--- src/rtl/axi_lite_write_slave_if.sv ---
// AXI4-Lite write channels (AW, W, B) between a write master and a write responder.
interface axi_lite_write_slave_if #(
  parameter int unsigned ADDR_WIDTH = 32,
  parameter int unsigned DATA_WIDTH = 32
);
  logic                      awvalid;
  logic                      awready;
  logic [ADDR_WIDTH-1:0]     awaddr;
  logic                      wvalid;
  logic                      wready;
  logic [DATA_WIDTH-1:0]     wdata;
  logic [DATA_WIDTH/8-1:0]   wstrb;
  logic                      bvalid;
  logic                      bready;
  logic [1:0]                bresp;

  modport master (
    output awvalid, awaddr, wvalid, wdata, wstrb, bready,
    input  awready, wready, bvalid, bresp
  );

  modport slave (
    input  awvalid, awaddr, wvalid, wdata, wstrb, bready,
    output awready, wready, bvalid, bresp
  );
endinterface

--- src/rtl/axi_lite_write_slave.sv ---
// AXI4-Lite write responder: holds one AW and one W beat, forwards in-window
// writes to a ready/valid register port and answers out-of-window ones with DECERR.
module axi_lite_write_slave #(
  parameter int unsigned             ADDR_WIDTH = 32,
  parameter int unsigned             DATA_WIDTH = 32,
  parameter logic [ADDR_WIDTH-1:0]   ADDR_BASE  = '0,
  parameter longint unsigned         ADDR_SIZE  = 4096
) (
  input  logic                      clk,
  input  logic                      reset,
  axi_lite_write_slave_if.slave     s_axi,
  output logic                      out_valid,
  input  logic                      out_ready,
  output logic [ADDR_WIDTH-1:0]     out_addr,
  output logic [DATA_WIDTH-1:0]     out_data,
  output logic [DATA_WIDTH/8-1:0]   out_strb,
  output logic [15:0]               decode_errors
);
  localparam int unsigned SW = DATA_WIDTH / 8;
  // One extra bit so ADDR_BASE+ADDR_SIZE cannot wrap at the top of the map.
  localparam logic [ADDR_WIDTH:0] WIN_LO = {1'b0, ADDR_BASE};
  localparam logic [ADDR_WIDTH:0] WIN_HI = WIN_LO + (ADDR_WIDTH+1)'(ADDR_SIZE);

  logic                  aw_full, w_full, in_win_q;
  logic [ADDR_WIDTH-1:0] addr_q;
  logic [DATA_WIDTH-1:0] data_q;
  logic [SW-1:0]         strb_q;
  logic                  bvalid_q;
  logic [1:0]            bresp_q;

  logic [ADDR_WIDTH:0]   aw_ext;
  logic                  in_win, aw_hs, w_hs, commit, fire;

  assign aw_ext = {1'b0, s_axi.awaddr};
  assign in_win = (aw_ext >= WIN_LO) && (aw_ext < WIN_HI);

  assign s_axi.awready = !aw_full && !reset;
  assign s_axi.wready  = !w_full && !reset;
  assign s_axi.bvalid  = bvalid_q;
  assign s_axi.bresp   = bresp_q;

  assign aw_hs  = s_axi.awvalid && s_axi.awready;
  assign w_hs   = s_axi.wvalid && s_axi.wready;
  // B slot must be empty or draining this cycle before a new write may retire.
  assign commit = aw_full && w_full && (!bvalid_q || s_axi.bready);
  assign fire   = commit && (!in_win_q || out_ready);

  assign out_valid = commit && in_win_q;
  assign out_addr  = addr_q;
  assign out_data  = data_q;
  assign out_strb  = strb_q;

  always_ff @(posedge clk) begin
    if (reset) begin
      aw_full       <= 1'b0;
      w_full        <= 1'b0;
      in_win_q      <= 1'b0;
      addr_q        <= '0;
      data_q        <= '0;
      strb_q        <= '0;
      bvalid_q      <= 1'b0;
      bresp_q       <= 2'b00;
      decode_errors <= 16'd0;
    end else begin
      if (aw_hs) begin
        aw_full  <= 1'b1;
        addr_q   <= s_axi.awaddr;
        in_win_q <= in_win;
      end
      if (w_hs) begin
        w_full <= 1'b1;
        data_q <= s_axi.wdata;
        strb_q <= s_axi.wstrb;
      end
      if (fire) begin
        aw_full  <= 1'b0;
        w_full   <= 1'b0;
        bvalid_q <= 1'b1;
        bresp_q  <= in_win_q ? 2'b00 : 2'b11;
        if (!in_win_q && decode_errors != 16'hFFFF)
          decode_errors <= decode_errors + 16'd1;
      end else if (bvalid_q && s_axi.bready) begin
        bvalid_q <= 1'b0;
      end
    end
  end
endmodule

--- src/flat_wrapper.sv ---
// flat-port wrapper written by rule: the top's interface ports become plain ports
module axi_lite_write_slave_flat 
#(
  parameter int unsigned             ADDR_WIDTH = 32,
  parameter int unsigned             DATA_WIDTH = 32,
  parameter logic [ADDR_WIDTH-1:0]   ADDR_BASE  = '0,
  parameter longint unsigned         ADDR_SIZE  = 4096
)
  (clk, reset, out_valid, out_ready, out_addr, out_data, out_strb, decode_errors, s_axi_awvalid, s_axi_awaddr, s_axi_wvalid, s_axi_wdata, s_axi_wstrb, s_axi_bready, s_axi_awready, s_axi_wready, s_axi_bvalid, s_axi_bresp);
  axi_lite_write_slave_if #(.ADDR_WIDTH(ADDR_WIDTH), .DATA_WIDTH(DATA_WIDTH)) s_axi_i ();
  input  logic clk;
  input  logic reset;
  output logic out_valid;
  input  logic out_ready;
  output logic [ADDR_WIDTH-1:0] out_addr;
  output logic [DATA_WIDTH-1:0] out_data;
  output logic [DATA_WIDTH/8-1:0] out_strb;
  output logic [15:0] decode_errors;
  input wire logic [$bits(s_axi_i.awvalid)-1:0] s_axi_awvalid;
  input wire logic [$bits(s_axi_i.awaddr)-1:0] s_axi_awaddr;
  input wire logic [$bits(s_axi_i.wvalid)-1:0] s_axi_wvalid;
  input wire logic [$bits(s_axi_i.wdata)-1:0] s_axi_wdata;
  input wire logic [$bits(s_axi_i.wstrb)-1:0] s_axi_wstrb;
  input wire logic [$bits(s_axi_i.bready)-1:0] s_axi_bready;
  output wire logic [$bits(s_axi_i.awready)-1:0] s_axi_awready;
  output wire logic [$bits(s_axi_i.wready)-1:0] s_axi_wready;
  output wire logic [$bits(s_axi_i.bvalid)-1:0] s_axi_bvalid;
  output wire logic [$bits(s_axi_i.bresp)-1:0] s_axi_bresp;
  assign s_axi_i.awvalid = s_axi_awvalid;
  assign s_axi_i.awaddr = s_axi_awaddr;
  assign s_axi_i.wvalid = s_axi_wvalid;
  assign s_axi_i.wdata = s_axi_wdata;
  assign s_axi_i.wstrb = s_axi_wstrb;
  assign s_axi_i.bready = s_axi_bready;
  assign s_axi_awready = s_axi_i.awready;
  assign s_axi_wready = s_axi_i.wready;
  assign s_axi_bvalid = s_axi_i.bvalid;
  assign s_axi_bresp = s_axi_i.bresp;
  axi_lite_write_slave #(.ADDR_WIDTH(ADDR_WIDTH), .DATA_WIDTH(DATA_WIDTH), .ADDR_BASE(ADDR_BASE), .ADDR_SIZE(ADDR_SIZE)) u_core (.clk(clk), .reset(reset), .s_axi(s_axi_i), .out_valid(out_valid), .out_ready(out_ready), .out_addr(out_addr), .out_data(out_data), .out_strb(out_strb), .decode_errors(decode_errors));
endmodule
--- config.mk ---
export PLATFORM = sky130hd
export DESIGN_NAME = axi_lite_write_slave_flat
export DESIGN_NICKNAME = d
export VERILOG_FILES = /design/src/rtl/axi_lite_write_slave_if.sv /design/src/rtl/axi_lite_write_slave.sv /design/src/flat_wrapper.sv
export SDC_FILE = /design/constraint.sdc
export NUM_CORES = 1
export LEC_CHECK = 0
export ABC_CLOCK_PERIOD_IN_PS = 3640
export CAP_MARGIN = 20
export CORE_MARGIN = 2
export CORE_UTILIZATION = 46
export CTS_BUF_LIST = sky130_fd_sc_hd__clkbuf_2 sky130_fd_sc_hd__clkbuf_4 sky130_fd_sc_hd__clkbuf_8
export DETAILED_ROUTE_END_ITERATION = 10
export PLACE_DENSITY = 0.86
export SKIP_LAST_GASP = 1
export SYNTH_ARGS = -nofsm -noshare
export SYNTH_HDL_FRONTEND = slang
export SYNTH_SLANG_ARGS = --single-unit
--- constraint.sdc ---
create_clock -name clk -period 3.64 [get_ports clk]
set_clock_uncertainty 0.05 [all_clocks]
set_input_delay 0.728 -clock clk [delete_from_list [all_inputs] [get_ports clk]]
set_output_delay 0.728 -clock clk [all_outputs]
set_load 0.02 [all_outputs]
==> results.md, run 1 <==
* Grt ovf at 0
* Worst-skew pair later-pin latency at between 300 and 400 ps
* Ys async rst share at 0%
* Pin count of the biggest net entering global routing at between 60 and 70
* Area of the multi-input gates at about 1700 um^2
* Final wirelength at roughly 9800 um
* Fin nets at between 600 and 700
* Reg2reg end: u_core.decode_errors[0]
* Number of I/O pins at roughly 160
* Reg area at between 1500 and 2000 um^2
* Clock period minus final worst setup slack at 3010 ps
* Top-count cell post-synth: dfxtp_1
* Post-route DRC at 0
* Die Y-Extent at between 90 and 100 um
* Synthesized net count at between 500 and 600
* WL/cell at approximately 14 um
* RePlAce Congestion at approximately 0.88
* Setup CP Type: input pin to primary output
* Vias at approximately 3500
* Area Growth Syn to Fin at 53.5%
* Initial Util at 47.1%
* Post-DRT Antenna Nets at 0
* Critical Path Source Type: input pin
* YS warnings at 0
* Setup bufs post-CTS at 0
* CP Launch Point: s_axi_bready
* Die Wd at ~92 um
* Req. time, crit path at ~2900 ps
* Slew Limit Headroom at about 36%
* Top Metal Used: met4
* Setup TNS at 0 ps
* DR WL met3 at around 600 um
* Setup crit end: out_valid
* Top-area cell type share of the netlist area at between 40% and 50%
* Static Leak at between 1.5 and 2 nW
* Pwr Total at between 2 and 2.5 mW
* Final hold vios at 0
* HPWL reported at the end of detailed placement at a little over 7000 um
* RSZ-0062 raised after global routing: false
* Predominant post-synthesis flop cell: dfxtp_1
* Finished Core Util at between 70% and 80%
* Metal2 WL at 4830 um
* EDFF count, synth at 0
* WL met1 at about 4000 um
* Crit end category: primary output
* Share of cells above drive strength 1 at 5.32%
* GRT Util Overall at around 22%
* R2r setup slk at between 1000 and 1500 ps
* TritonRoute pass-1 iters at 5
* Fill cell count at 595
* FF+latch count, synth at between 80 and 90
* Worst Hold Depth at 2
* Synthesized area at roughly 3600 um^2
* Worst-Margin Slew at 956 ps
* Post-Synthesis Cells at 430
* Avg Cell Area, Syn at 8.37 um^2
* Maximum root-to-sink buffer count at 2
* Via/cell ratio at slightly above 5
* Iteration-0 DRC Markers at about 110
* Register area share after synthesis at roughly 50%
* Hold_ws at ~430 ps
* Die area at around 8500 um^2
* Min-Delay Path Class: register to register
* IO Port Bufs at between 150 and 200
* CTS tree: built
* Reg2Reg Depth at 5
* # Max-Cap Violations at 0
* Synth cell count leaders: 89 x dfxtp_1, 74 x nand2_1, 72 x nand2b_1, 72 x o21ai_0, 25 x clkbuf_1
* Diodes inserted at 0
* Reg2Reg Launch Point: u_core.decode_errors[0]
* VDD IR max at ~0.30 mV
* F_max at 332 MHz
* Reg clk slew, reported paths at around 80 ps
* Number of buffers created by CTS at 9
* Synth top area cells: dfxtp_1 50%, nand2b_1 13%, o21ai_0 10%
* CTS resizes at 0
* Critical Path Fanout Max at 5
* Number of clock sinks at just under 90
* Power per standard cell area at between 400 and 500 nW/um^2
* CTS Hold Bufs at 0
* Floorplan core area at between 7000 and 8000 um^2
* Setup violations, final at 0
* H-Tree Depth at 3
* Period utilisation layout at slightly above 80%
* Placed cells at between 600 and 700
* Root buffer cell: clkbuf_8
* Synth area leader: dfxtp_1
* Post-synth cell types at 31
* Max-slew violations at 0
* Vias in the first global route at 3294
* Row Count at 32
* WP data arrival at roughly 2200 ps
* First-pass GRT wire length at around 15000 um
* Initial antenna violation count at 0
* Finished Layout Cells at 685
* Status: finished clean
==> through the flow <==
step / cell area (um^2) / setup WS [ps]
after CTS: 5530 / 631
after detailed placement: 5270 / 641
final: 5530 / 632
after floorplan: 3600 / 1380
after global placement: 5270 / 688
after global routing: 5530 / 529
==> cell usage in the layout (no fill, tap or decap), types with 5 or more instances in the layout <==
cell type        count
clkbuf_8             9
o21ai_0             72
nand2_1             74
or4_1                5
nor4_1               5
nand3_1              5
nand2b_1            72
nor2_1              14
dfxtp_1             89
nand4_1              7
o31ai_1              5
nor2b_1              8
a21oi_1             11
mux2_2               7
clkdlybuf4s50_1    162
==> critical path: stages <==
cell and delay, ps:
clkdlybuf4s50_1 450, nand2b_1 180, nand3_1 140, nor2_1 120, clkdlybuf4s50_1 610
==> metal layers <==
metal  vias to the layer above  track usage, %
met5                         -               0
li1                       1750               -
met2                       119            38.3
met3                        25            5.78
met1                      1587            26.0
met4                         0            10.8
==> kinds of logic (layout without fill, tap and decap cells) <==
group | after synthesis | after routing | synth area share, %
compound gates | 95 | 95 | 14.1
simple gates | 205 | 205 | 29.9
mux | 8 | 8 | 2.47
flops | 89 | 89 | 49.5
buf+inv | 32 | 185 | 3.65
fa+ha+maj | 1 | 1 | 0.348
==> power breakdown <==
group	internal [mW]	switching [mW]
Combinational	0.205	0.180
Sequential	1.03	0.0332
Clock	0.531	0.341
==> worst min path at each step <==
stage	slack, ps	startpoint	to
6_report	430	u_core.out_addr[0]	u_core.out_addr[0]
5_1_grt	440	u_core.out_addr[22]	u_core.out_addr[22]
4_1_cts	430	u_core.out_addr[0]	u_core.out_addr[0]
3_5_place_dp	420	u_core.out_addr[31]	u_core.out_addr[31]
3_3_place_gp	410	u_core.out_data[7]	u_core.out_data[7]
2_1_floorplan	430	u_core.in_win_q	u_core.in_win_q
==> area by class of cell <==
cell class / count / share of cell area, %
clock buffer: 10 / 2.38
timing repair buffer: 167 / 30.0
clock inverter: 5 / 2.33
tap: 102 / 2.31
multi-input combinational: 309 / 30.5
sequential: 89 / 32.2
inverter: 3 / 0.204
==> sequential cells by signal, summed over array words and instances, names as in the netlist <==
signal,cells
u_core.out_addr,32
u_core.out_data,32
u_core.decode_errors,16
u_core.out_strb,4
u_core.aw_full,1
u_core.in_win_q,1
u_core.s_axi.bresp,1
u_core.s_axi.bvalid,1
u_core.w_full,1
Power figures use the tool's default switching activity.
==> run 2: changes to the inputs <==
--- a/config.mk
+++ b/config.mk
@@ -5,13 +5,13 @@
 export SDC_FILE = /design/constraint.sdc
 export NUM_CORES = 1
 export LEC_CHECK = 0
-export ABC_CLOCK_PERIOD_IN_PS = 3640
+export ABC_CLOCK_PERIOD_IN_PS = 2800
 export CAP_MARGIN = 20
 export CORE_MARGIN = 2
-export CORE_UTILIZATION = 46
+export CORE_UTILIZATION = 43
 export CTS_BUF_LIST = sky130_fd_sc_hd__clkbuf_2 sky130_fd_sc_hd__clkbuf_4 sky130_fd_sc_hd__clkbuf_8
 export DETAILED_ROUTE_END_ITERATION = 10
-export PLACE_DENSITY = 0.86
+export PLACE_DENSITY = 0.81
 export SKIP_LAST_GASP = 1
 export SYNTH_ARGS = -nofsm -noshare
 export SYNTH_HDL_FRONTEND = slang
==> constraint.sdc (replaced) <==
create_clock -name clk -period 2.8 [get_ports clk]
set_clock_uncertainty 0.05 [all_clocks]
set_input_delay 0.56 -clock clk [delete_from_list [all_inputs] [get_ports clk]]
set_output_delay 0.56 -clock clk [all_outputs]
set_load 0.02 [all_outputs]
==> results.md, run 2 (synthesis results as in run 1) <==
* Initial Util at between 40% and 50%
* RePlAce Congestion at approximately 0.85
* Share of cells above drive strength 1 at under 10%
* Hold_ws at between 400 and 500 ps
* Number of buffers created by CTS at 9
* TritonRoute pass-1 iters at 4
* WP data arrival at just under 2000 ps
* GRT Util Overall at a little over a fifth
* Metal2 WL at around 4800 um
* RSZ-0062 raised after global routing: false
* F_max at about 380 MHz
* CP Launch Point: s_axi_bready
* Reg2Reg Depth at 5
* Max-slew violations at 0
* Pwr Total at about 2.9 mW
* Worst-skew pair later-pin latency at approximately 350 ps
* Setup bufs post-CTS at 0
* Die Y-Extent at 95.5 um
* Pin count of the biggest net entering global routing at between 70 and 80
* Final hold vios at 0
* Grt ovf at 0
* Floorplan core area at 8180 um^2
* Area Growth Syn to Fin at 53.5%
* H-Tree Depth at 3
* Crit end category: primary output
* Post-DRT Antenna Nets at 0
* Most frequent cells in the layout: 162 x clkdlybuf4s50_1, 89 x dfxtp_1, 74 x nand2_1
* Placed cells at roughly 680
* Setup TNS at 0 ps
* Slew Limit Headroom at between 50% and 60%
* WL met1 at approximately 4000 um
* Die Wd at between 90 and 100 um
* Fin nets at 656
* CTS tree: built
* Status: finished clean
* Reg2Reg Launch Point: u_core.decode_errors[0]
* Post-route DRC at 0
* Critical Path Source Type: input pin
* Critical Path Fanout Max at 3
* # Max-Cap Violations at 0
* Vias at 3427
* Worst Hold Depth at 2
* CTS Hold Bufs at 0
* Initial antenna violation count at 0
* Layout Cell Area excl Fill at approximately 5500 um^2
* Root buffer cell: clkbuf_8
* Static Leak at 1.92 nW
* Die area at 9120 um^2
* VDD IR max at roughly 0.29 mV
* Setup violations, final at 0
* Dpl cell area at approximately 5300 um^2
* First-pass GRT wire length at between 15000 and 20000 um
* Finished Layout Cells at 691
* Period utilisation layout at 92.8%
* Reg clk slew, reported paths at around 90 ps
* Diodes inserted at 0
* Vias in the first global route at approximately 3200
* Min-Delay Path Class: register to register
* Fill cell count at about 670
* CTS resizes at 0
* Row Count at 33
* HPWL reported at the end of detailed placement at slightly above 7000 um
* Number of clock sinks at just under 90
* Number of I/O pins at between 150 and 200
* Clock period minus final worst setup slack at approximately 2600 ps
* Commonest non-fill, non-tap cell in the layout: clkdlybuf4s50_1
* Req. time, crit path at between 2000 and 2500 ps
* WL/cell at around 14 um
* Worst-Margin Slew at 683 ps
* Power per standard cell area at 521 nW/um^2
* Final wirelength at around 9700 um
* Maximum root-to-sink buffer count at 2
* Iteration-0 DRC Markers at 90
* Top Metal Used: met4
* IO Port Bufs at between 150 and 200
* DR WL met3 at about 570 um
* Setup CP Type: input pin to primary output
* Via/cell ratio at between 4 and 5
* HP Start: u_core.out_data[14]
==> run 2: final cells by class <==
| cell class | instances | area, um^2 | share of cell area [%] |
|---|---|---|---|
| Clock buffer | 10 | 138 | 2.49 |
| Clock inverter | 6 | 90.1 | 1.63 |
| Inverter | 3 | 11.3 | 0.204 |
| Multi-Input combinational cell | 309 | 1690 | 30.6 |
| Sequential cell | 89 | 1780 | 32.3 |
| Tap cell | 105 | 131 | 2.38 |
| Timing Repair Buffer | 169 | 1680 | 30.5 |
==> run 2: path summary, 6_finish.rpt <==
path,end,slack (ps)
min,u_core.out_data[14],430
max reg2reg,u_core.decode_errors[10],580
max,out_valid,200
min reg2reg,u_core.out_data[14],430
==> run 2: where the power goes <==
| group | switching (mW) | total [mW] | internal (mW) | leakage, nW |
|---|---|---|---|---|
| logic | 0.233 | 0.502 | 0.270 | 1.08 |
| registers | 0.0429 | 1.38 | 1.34 | 0.730 |
| clock network | 0.460 | 0.991 | 0.530 | 0.113 |
| total | 0.736 | 2.88 | 2.14 | 1.92 |
==> run 2: critical path, cell delays in order <==
cell,delay (ps)
clkdlybuf4s50_1,450
nand2b_1,130
nand3_1,120
nor2_1,120
clkdlybuf4s50_1,610
==> run 2: routing by layer <==
layer  vias to the layer above  global-route usage, %
li1                       1750                      -
met2                       107                   35.2
met5                         -                      0
met1                      1551                   25.0
met3                        19                   6.64
met4                         0                   9.52
==> run 2: per-stage QoR <==
stage	utilization, %	setup WS (ps)
after global placement	64.8	245
final	67.6	202
after global routing	67.6	153
after floorplan	-	536
after CTS	67.6	205
after detailed placement	64.8	218
